### src/rtl/ptw_arbiter.sv
// ptw_arbiter: shares one page-table walker between the ITLB and the DTLB.
// A miss request is arbitrated, forwarded to the PTW and held locked until
// the walk response returns. The response goes back to the owning TLB and
// PTW invalidates are broadcast to both TLBs.
// Optional build macro PTW_ARB_DTLB_PRIO_EN: fixed priority, DTLB wins ties
// (no round-robin pointer). Default build: round-robin arbitration.
module ptw_arbiter #(
  parameter int unsigned VPN_W  = 27,
  parameter int unsigned ASID_W = 16,
  parameter int unsigned PPN_W  = 44,
  parameter int unsigned PRV_W  = 2
) (
  input  logic              clk_i,
  input  logic              rst_i,
  input  logic              itlb_req_valid_i,
  input  logic [VPN_W-1:0]  itlb_req_vpn_i,
  input  logic [ASID_W-1:0] itlb_req_asid_i,
  input  logic [PRV_W-1:0]  itlb_req_prv_i,
  output logic              itlb_ptw_ready_o,
  output logic              itlb_resp_valid_o,
  input  logic              dtlb_req_valid_i,
  input  logic [VPN_W-1:0]  dtlb_req_vpn_i,
  input  logic [ASID_W-1:0] dtlb_req_asid_i,
  input  logic [PRV_W-1:0]  dtlb_req_prv_i,
  input  logic              dtlb_req_store_i,
  output logic              dtlb_ptw_ready_o,
  output logic              dtlb_resp_valid_o,
  output logic [PPN_W-1:0]  resp_ppn_o,
  output logic [1:0]        resp_level_o,
  output logic [7:0]        resp_pte_flags_o,
  output logic              resp_error_o,
  output logic              invalidate_o,
  output logic              ptw_req_valid_o,
  output logic [VPN_W-1:0]  ptw_req_vpn_o,
  output logic [ASID_W-1:0] ptw_req_asid_o,
  output logic [PRV_W-1:0]  ptw_req_prv_o,
  output logic              ptw_req_store_o,
  output logic              ptw_req_fetch_o,
  input  logic              ptw_ready_i,
  input  logic              ptw_resp_valid_i,
  input  logic [PPN_W-1:0]  ptw_resp_ppn_i,
  input  logic [1:0]        ptw_resp_level_i,
  input  logic [7:0]        ptw_resp_pte_flags_i,
  input  logic              ptw_resp_error_i,
  input  logic              ptw_invalidate_i,
  output logic              busy_o,
  output logic              owner_o,
  output logic              pmu_conflict_o
);

  localparam logic [1:0] IDLE  = 2'd0;
  localparam logic [1:0] ISSUE = 2'd1;
  localparam logic [1:0] WAIT  = 2'd2;

  logic [1:0] r_state;
  logic [1:0] w_state_nxt;
  logic       r_owner;
  logic       w_owner_nxt;
  logic       w_both;
  logic       w_any;
  logic       w_pick;
  logic       w_sel;
  logic       w_sel_valid;
  logic       w_req_valid;
  logic       w_grant;
  logic       w_resp_hit;

  assign w_both = itlb_req_valid_i & dtlb_req_valid_i;
  assign w_any  = itlb_req_valid_i | dtlb_req_valid_i;

`ifdef PTW_ARB_DTLB_PRIO_EN
  // DTLB wins whenever it is requesting.
  assign w_pick = dtlb_req_valid_i;
`else
  // 1 = DTLB favoured on a tie; flips to the other requester after each grant.
  logic r_rr_dtlb;

  assign w_pick = w_both ? r_rr_dtlb : dtlb_req_valid_i;

  // Round-robin pointer advances only when a request is accepted (entry to WAIT).
  always_ff @(posedge clk_i or posedge rst_i) begin
    if (rst_i) begin
      r_rr_dtlb <= 1'b0;
    end else if (w_grant) begin
      r_rr_dtlb <= ~w_sel;
    end
  end
`endif

  // In IDLE the arbitration result drives the PTW directly; afterwards the lock holds.
  assign w_sel       = (r_state == IDLE) ? w_pick : r_owner;
  assign w_sel_valid = w_sel ? dtlb_req_valid_i : itlb_req_valid_i;
  assign w_req_valid = ~rst_i & (((r_state == IDLE) & w_any) |
                                 ((r_state == ISSUE) & w_sel_valid));
  assign w_grant     = w_req_valid & ptw_ready_i;
  assign w_resp_hit  = ~rst_i & (r_state == WAIT) & ptw_resp_valid_i;

  // Next-state: arbitrate in IDLE, hold lock in ISSUE, await the walk in WAIT.
  always_comb begin
    w_state_nxt = r_state;
    w_owner_nxt = r_owner;
    case (r_state)
      IDLE: begin
        if (w_any) begin
          w_owner_nxt = w_pick;
          w_state_nxt = ptw_ready_i ? WAIT : ISSUE;
        end
      end
      ISSUE: begin
        if (w_grant) begin
          w_state_nxt = WAIT;
        end else if (!w_sel_valid) begin
          // Owner withdrew its request (e.g. cancelled by an invalidate).
          w_state_nxt = IDLE;
        end
      end
      WAIT: begin
        if (ptw_resp_valid_i) begin
          w_state_nxt = IDLE;
        end
      end
      default: w_state_nxt = IDLE;
    endcase
  end

  // State and owner registers; reset aborts any walk in flight.
  always_ff @(posedge clk_i or posedge rst_i) begin
    if (rst_i) begin
      r_state <= IDLE;
      r_owner <= 1'b0;
    end else begin
      r_state <= w_state_nxt;
      r_owner <= w_owner_nxt;
    end
  end

  assign ptw_req_valid_o  = w_req_valid;
  assign ptw_req_vpn_o    = w_req_valid ? (w_sel ? dtlb_req_vpn_i : itlb_req_vpn_i) : '0;
  assign ptw_req_asid_o   = w_req_valid ? (w_sel ? dtlb_req_asid_i : itlb_req_asid_i) : '0;
  assign ptw_req_prv_o    = w_req_valid ? (w_sel ? dtlb_req_prv_i : itlb_req_prv_i) : '0;
  assign ptw_req_store_o  = w_req_valid & w_sel & dtlb_req_store_i;
  assign ptw_req_fetch_o  = w_req_valid & ~w_sel;

  assign itlb_ptw_ready_o = w_grant & ~w_sel;
  assign dtlb_ptw_ready_o = w_grant & w_sel;

  assign itlb_resp_valid_o = w_resp_hit & ~r_owner;
  assign dtlb_resp_valid_o = w_resp_hit & r_owner;
  assign resp_ppn_o        = ptw_resp_ppn_i;
  assign resp_level_o      = ptw_resp_level_i;
  assign resp_pte_flags_o  = ptw_resp_pte_flags_i;
  assign resp_error_o      = ptw_resp_error_i;
  assign invalidate_o      = ptw_invalidate_i;

  assign busy_o         = (r_state != IDLE);
  assign owner_o        = r_owner;
  assign pmu_conflict_o = ~rst_i & (r_state == IDLE) & w_both;

endmodule
### config.mk
export PLATFORM = sky130hd
export DESIGN_NAME = ptw_arbiter
export DESIGN_NICKNAME = d
export VERILOG_FILES = /design/src/rtl/ptw_arbiter.sv
export SDC_FILE = /design/constraint.sdc
export NUM_CORES = 1
export LEC_CHECK = 0
export ABC_CLOCK_PERIOD_IN_PS = 2500
export CORE_AREA = 2 2 103 105
export CTS_CLUSTER_DIAMETER = 100
export DETAILED_ROUTE_END_ITERATION = 16
export DIE_AREA = 0 0 105 107
export PLACE_DENSITY_LB_ADDON = 0.25
export SLEW_MARGIN = 30
export SYNTH_ARGS = -nofsm -noshare
export SYNTH_HDL_FRONTEND = slang
export SYNTH_SLANG_ARGS = --single-unit
### constraint.sdc
create_clock -name clk_i -period 2.5 [get_ports clk_i]
set_input_delay 0.5 -clock clk_i [delete_from_list [all_inputs] [get_ports clk_i]]
set_output_delay 0.5 -clock clk_i [all_outputs]
set_load 0.03 [all_outputs]
==> results.py, run 1 <==
metrics = {
    "outcome": {
        "outcome": "completed",
    },
    "die": {
        "rows": 37,
        "die_area_mm2": 0.01124,
        "die_w_um": 105,
        "num_io_pins": 264,
        "die_y_um": 107,
        "start_util": 0.1686,
        "core_area_mm2": 0.01009,
    },
    "cells_and_area": {
        "synthToLayoutAreaGrowth_pct": 94.56,
        "multiInputGateArea_mm2": 0.001081,
        "nets": 519,
        "final_area_mm2": 0.003311,
        "fillerInstances": 1107,
        "finalNonFillerCells": 500,
        "regArea_um2": 101.3,
        "diodes": 0,
        "drive_above_1_share": 0.4698,
    },
    "clock_network": {
        "clk_pin_slew_ns": 0.03,
        "clock_latency_ns": 0.21,
        "cts_buffers": 3,
        "cts_tree": "built",
        "cts_sinks": 4,
        "root_buffer": "clkbuf_8",
        "clock_path_buffers": 2,
        "h-tree-depth": 1,
    },
    "power_and_ir_drop": {
        "switching_share": 0.5143,
        "total_power_mw": 3.183,
        "leakage_nw": 1.374,
        "power_density_mw_per_mm2": 961.5,
        "ir_drop_uv": 297.7,
        "clockPowerShare": 0.042,
        "p_sw_mw": 1.637,
        "internal_power_mw": 1.546,
        "pwr-share-comb": 0.919,
        "seqPwrFrac": 0.039,
    },
    "yosys": {
        "synth_compound_area_frac": 0.2757,
        "synth-seq-cells": 4,
        "ys_warn_count": 0,
        "ys_types": 31,
        "synth_edf_count": 0,
        "syn_inst": 253,
        "synth_area_per_cell_um2": 6.726,
        "async_flop_share": 1.000,
        "ys_seq_area_frac": 0.05882,
        "synth_top_family_by_area": "buffers and inverters",
        "synth_xor_area_frac": 0,
        "synth_fa_ha_area_frac": 0,
        "muxShareOfSynthArea": 0,
        "syn-num-nets": 406,
        "synth_simple_gate_area_frac": 0.3206,
        "synth_area_leaders": "buf_4, a21oi_2, nand2_1",
        "synth.top_cells.by_count": "nand2_1, buf_4, a21oi_2",
        "synth_top_cell_by_area": "buf_4",
        "synth_most_common_cell": "nand2_1",
        "synth_top_area_frac": 0.2559,
        "ys.flop_type": "dfrtp_1",
        "syn_area_mm2": 0.001702,
    },
    "sta": {
        "drv_slew": 0,
        "finalSetupViolations": 0,
        "finalHoldViolCount": 0,
        "relSlewSlack": 0.6537,
        "fin_skew_ns": 0.001336,
        "whs_ns": 0.4576,
        "finalSetupTns_ns": 0,
        "worst_pin_slew_ns": 0.5063,
        "fmax_ghz": 0.4091,
        "fin_crit_sh": 0.9778,
        "min_period_ns": 2.445,
    },
    "grt": {
        "antenna_found_initial": 0,
        "grt_pass1_vias": 2012,
        "globalRouteTotalUtil": 0.1108,
        "grt_first_pass_wirelength_mm": 10.10,
        "grt_overflow_total": 0,
        "grt_max_degree": 23,
    },
    "worst_hold_path": {
        "min-delay-path-class": "input port to asynchronous set/reset pin",
    },
    "routing": {
        "drc": 0,
        "num_vias": 2030,
        "wl_mm": 7.159,
        "drtIter0Drc": 59,
        "wl_per_cell_um": 14.32,
        "vias_per_cell": 4.060,
        "drt.antenna.violating_nets": 0,
        "first_pass_iters": 4,
    },
    "place": {
        "gp_congestion": 0.7697,
        "place_area_mm2": 0.002937,
        "place.port_buffers": 151,
        "hpwl_mm": 5.197,
        "dpl.cell_count": 487,
    },
    "setup_path": {
        "startpoint_type": "flop",
        "critPathRequiredTime_ns": 2.00,
        "critical_path_class": "flop to primary output",
        "endpoint_kind": "primary output",
        "max_stage_delay_ns": 0.43,
        "path_max_fanout": 11,
        "cp.arrival_ns": 1.94,
        "path_cells": "or3b_4, o21ai_4, buf_12, buf_16, nand2_1, a21oi_1, buf_4",
        "cpMaxStageDelayCell": "or3b_4",
    },
    "job": {
        "drv_cap": 0,
    },
}
metrics by stage:
stage               worst slack [ns]    util
detailed placement           -0.3205  0.2910
CTS                         -0.01490  0.3137
finish                       0.05546  0.3280
global route               -0.006277  0.3280
global placement             -0.3193  0.2910
floorplan                     0.1075       -
state kept, by name, summed over array words and instances (netlist names):
| name | flops |
|---|---|
| r_rr_dtlb | 1 |
| r_state | 2 |
| owner_o | 1 |
placed cells by master, fill, tap and decap left out, types with 4 or more instances in the layout:
cell,synthesis,final
nand2_2,30,30
inv_1,4,4
buf_12,3,9
a21oi_1,8,4
buf_16,0,4
clkdlybuf4s50_1,0,95
a21oi_2,39,43
buf_6,2,18
nor2_1,7,7
buf_4,58,48
nand2_1,65,65
repair_timing:
action | 4_1_cts | 5_1_grt
gates resized for setup | 24 | 18
setup endpoints to repair | 50 | 48
pin swaps | 4 | 7
buffers inserted | 2 | 2
gates cloned | 3 | 3
hold buffers | 0 | 0
power groups by stage:
| stage | clock [mW] | sequential (mW) | combinational (mW) |
|---|---|---|---|
| 6_report | 0.133 | 0.125 | 2.92 |
| 5_1_grt | 0.142 | 0.130 | 3.13 |
| 4_1_cts | 0.137 | 0.115 | 2.79 |
| 3_5_place_dp | 0 | 0.116 | 2.36 |
| 3_3_place_gp | 0 | 0.116 | 2.36 |
| 2_1_floorplan | 0 | 0.139 | 1.74 |
area by class of cell:
type | count | area share
Tap cell | 136 | 0.05140
Clock buffer | 3 | 0.01247
Sequential cell | 4 | 0.03061
Multi-Input combinational cell | 173 | 0.3265
Inverter | 4 | 0.004535
Timing Repair Buffer | 180 | 0.5744
per-layer routing:
layer	vias to the layer above	global-route usage	wire length (um)
met3	20	0.02614	599
met4	0	0.04095	162
met5	-	0	0
met2	123	0.2069	3666
li1	987	-	-
met1	900	0.1214	2730
worst paths after layout:
check / from / end / slack (ns) / depth (start not counted)
worst max-delay path: r_state[0] / ptw_req_asid_o[15] / 0.06 / 7
worst min register to register: r_rr_dtlb / r_rr_dtlb / 0.51 / 2
worst max register to register: r_state[0] / r_rr_dtlb / 0.81 / 6
worst min-delay path: rst_i / r_rr_dtlb / 0.46 / 4
max in group asynchronous: rst_i / owner_o / 1.93 / 4
min in group clk_i: r_rr_dtlb / r_rr_dtlb / 0.51 / 2
kinds of logic after synthesis:
logic type / count (synthesis)
DFF: 4
and+or+nand+nor: 114
buffers and inverters: 76
AOI/OAI and AO/OA: 59
critical path, delay by kind of cell, from the launching register on:
family	cells	cell delay (ns)
AND/OR/NAND/NOR	2	0.49
buffers and inverters	3	0.48
flip-flops	1	0.38
AO/OA/AOI/OAI	2	0.37
Note: power is estimated with default switching activity, not from simulation.
==> run 2: changes to the inputs <==
--- a/config.mk
+++ b/config.mk
@@ -5,11 +5,11 @@
 export SDC_FILE = /design/constraint.sdc
 export NUM_CORES = 1
 export LEC_CHECK = 0
-export ABC_CLOCK_PERIOD_IN_PS = 2500
-export CORE_AREA = 2 2 103 105
+export ABC_CLOCK_PERIOD_IN_PS = 3000
+export CORE_AREA = 2 2 102 104
 export CTS_CLUSTER_DIAMETER = 100
 export DETAILED_ROUTE_END_ITERATION = 16
-export DIE_AREA = 0 0 105 107
+export DIE_AREA = 0 0 104 106
 export PLACE_DENSITY_LB_ADDON = 0.25
 export SLEW_MARGIN = 30
 export SYNTH_ARGS = -nofsm -noshare
==> constraint.sdc (replaced) <==
create_clock -name clk_i -period 3 [get_ports clk_i]
set_input_delay 0.6 -clock clk_i [delete_from_list [all_inputs] [get_ports clk_i]]
set_output_delay 0.6 -clock clk_i [all_outputs]
set_load 0.03 [all_outputs]
==> results.py, run 2 (synthesis results as in run 1) <==
metrics = {
    "grt": {
        "antenna_found_initial": 0,
        "globalRouteTotalUtil": 0.1062,
        "grt_overflow_total": 0,
        "grt_pass1_vias": 1879,
        "grt_first_pass_wirelength_mm": 9.584,
        "grt_max_degree": 36,
    },
    "sta": {
        "finalSetupTns_ns": 0,
        "drv_slew": 0,
        "fmax_ghz": 0.3438,
        "finalHoldViolCount": 0,
        "fin_ws_ns": 0.09138,
        "min_period_ns": 2.909,
        "fin_crit_sh": 0.9695,
        "relSlewSlack": 0.7079,
        "finalSetupViolations": 0,
        "fin_skew_ns": 0.003848,
        "grt_setup_unrepaired": "yes",
        "worst_pin_slew_ns": 0.4336,
    },
    "worst_hold_path": {
        "min-delay-path-class": "flop to flop",
        "hold_depth": 2,
    },
    "clock_network": {
        "clk_pin_slew_ns": 0.03,
        "cts_sinks": 4,
        "cts_tree": "built",
        "clock_latency_ns": 0.22,
        "cts_buffers": 3,
        "hold_buffers": 0,
        "clock_path_buffers": 2,
        "h-tree-depth": 1,
        "root_buffer": "clkbuf_8",
    },
    "setup_path": {
        "critical_path_class": "input port to primary output",
        "endpoint_kind": "primary output",
        "cpMaxStageDelayCell": "clkdlybuf4s50_1",
        "cp.arrival_ns": 2.31,
        "path_cells": "clkdlybuf4s50_1, nor2b_2, o21ai_4, buf_12, buf_12, nor4_2, buf_4",
        "r2r_setup_slack_ns": 1.17,
        "path_max_fanout": 18,
        "cp.depth": 7,
        "cp_common_cell": "buf_12",
        "path_delay_family": "buffers and inverters",
        "cp.buffers_inverters": 4,
        "max_stage_delay_ns": 0.53,
        "r2r-start": "r_state[1]",
        "reg2reg_depth": 6,
        "startpoint_type": "input port",
        "critPathCapture": "itlb_ptw_ready_o",
        "r2r_end": "r_rr_dtlb",
        "critPathRequiredTime_ns": 2.40,
        "startpoint": "itlb_req_valid_i",
    },
    "routing": {
        "wl_mm": 6.256,
        "wl_per_cell_um": 12.85,
        "drtIter0Drc": 90,
        "first_pass_iters": 6,
        "drc": 0,
        "vias_per_cell": 4.076,
        "drt.antenna.violating_nets": 0,
        "num_vias": 1985,
    },
    "power_and_ir_drop": {
        "p_sw_mw": 1.237,
        "internal_power_uw": 984.0,
        "seqPwrFrac": 0.058,
        "ir_drop_uv": 266.3,
        "switching_share": 0.5571,
        "leakage_nw": 1.213,
        "power_density_mw_per_mm2": 750.1,
        "pwr-share-comb": 0.890,
        "clockPowerShare": 0.052,
    },
    "outcome": {
        "outcome": "completed",
    },
    "place": {
        "pre_cts_slack_ns": -0.03214,
        "hpwl_mm": 5.005,
        "gp_congestion": 0.8058,
        "place.port_buffers": 151,
    },
    "job": {
        "drv_cap": 0,
    },
    "die": {
        "die_y_um": 106,
        "core_area_mm2": 0.01000,
        "rows": 37,
        "start_util": 0.1702,
        "die_area_mm2": 0.01102,
        "num_io_pins": 264,
        "die_w_um": 104,
    },
    "cells_and_area": {
        "drive_above_1_share": 0.4188,
        "nets": 506,
        "mostFrequentLayoutCell": "clkdlybuf4s50_1",
        "largest_reg_flops": 2,
        "top_register": "r_state",
        "layout_common_cells": "clkdlybuf4s50_1, nand2_1, buf_4",
        "diodes": 0,
        "synthToLayoutAreaGrowth_pct": 74.04,
    },
}
-- run 2: changes by cell type in the layout (fill, tap and decap cells not counted), sizes merged --
cell           before  now
buf                80   67
clkbuf              7    3
clkdlybuf4s50      95   99
dlygate4sd2         0    1
dlymetal6s2s        1    0
-- run 2: what timing repair did --
item | in CTS | in global routing
setup endpoints to repair | 27 | 2
pin swaps | 1 | 0
resized for setup | 4 | 1
buffers inserted | 2 | 0
cloned | 1 | 0
-- run 2: power groups by stage --
stage	Sequential [mW]	Combinational [mW]	Clock (mW)
floorplan	0.116	1.45	0
global placement	0.125	1.87	0
detailed placement	0.127	1.88	0
CTS	0.128	2.02	0.116
global route	0.139	2.13	0.124
finish	0.129	1.98	0.116
-- run 2: cell type report --
cell class                      count  area (um^2)
Tap cell                          136        170.2
Inverter                            4        15.01
Multi-Input combinational cell    173         1037
Timing Repair Buffer              167         1598
Sequential cell                     4        100.1
Fill cell                        1129         7038
Clock buffer                        3        41.29
-- run 2: through the flow --
| stage | utilization | power [mW] | cell area (um^2) | hold slack (ns) | cells |
|---|---|---|---|---|---|
| floorplan | - | 1.561 | 1702 | 0.3714 | 253 |
| global placement | 0.2854 | 1.995 | 2854 | 0.5041 | 481 |
| detailed placement | 0.2854 | 2.010 | 2854 | 0.5174 | 481 |
| CTS | 0.2955 | 2.262 | 2955 | 0.5438 | 487 |
| global route | 0.2962 | 2.392 | 2962 | 0.5754 | 487 |
| finish | 0.2962 | 2.221 | 2962 | 0.5375 | 487 |
-- run 2: worst min-delay path by stage --
stage | startpoint | end
detailed placement | r_rr_dtlb | r_rr_dtlb
CTS | r_rr_dtlb | r_rr_dtlb
floorplan | rst_i | owner_o
global placement | r_rr_dtlb | r_rr_dtlb
global route | r_rr_dtlb | r_rr_dtlb
finish | r_rr_dtlb | r_rr_dtlb
-- run 2: worst reg2reg max path: stages (launching register included) --
cell	delay [ns]
dfrtp_1	0.48
o21ai_0	0.43
o21ai_4	0.12
buf_12	0.15
buf_12	0.15
nor4_2	0.30
nand2b_1	0.14
-- run 2: layer usage --
metal  GRT usage  up-vias  part of all wire
met2      0.1945      109              0.52
met5           0        -                 0
li1            -      959                 -
met1      0.1179      889              0.36
met4     0.03958        0             0.027
met3     0.02759       28             0.088
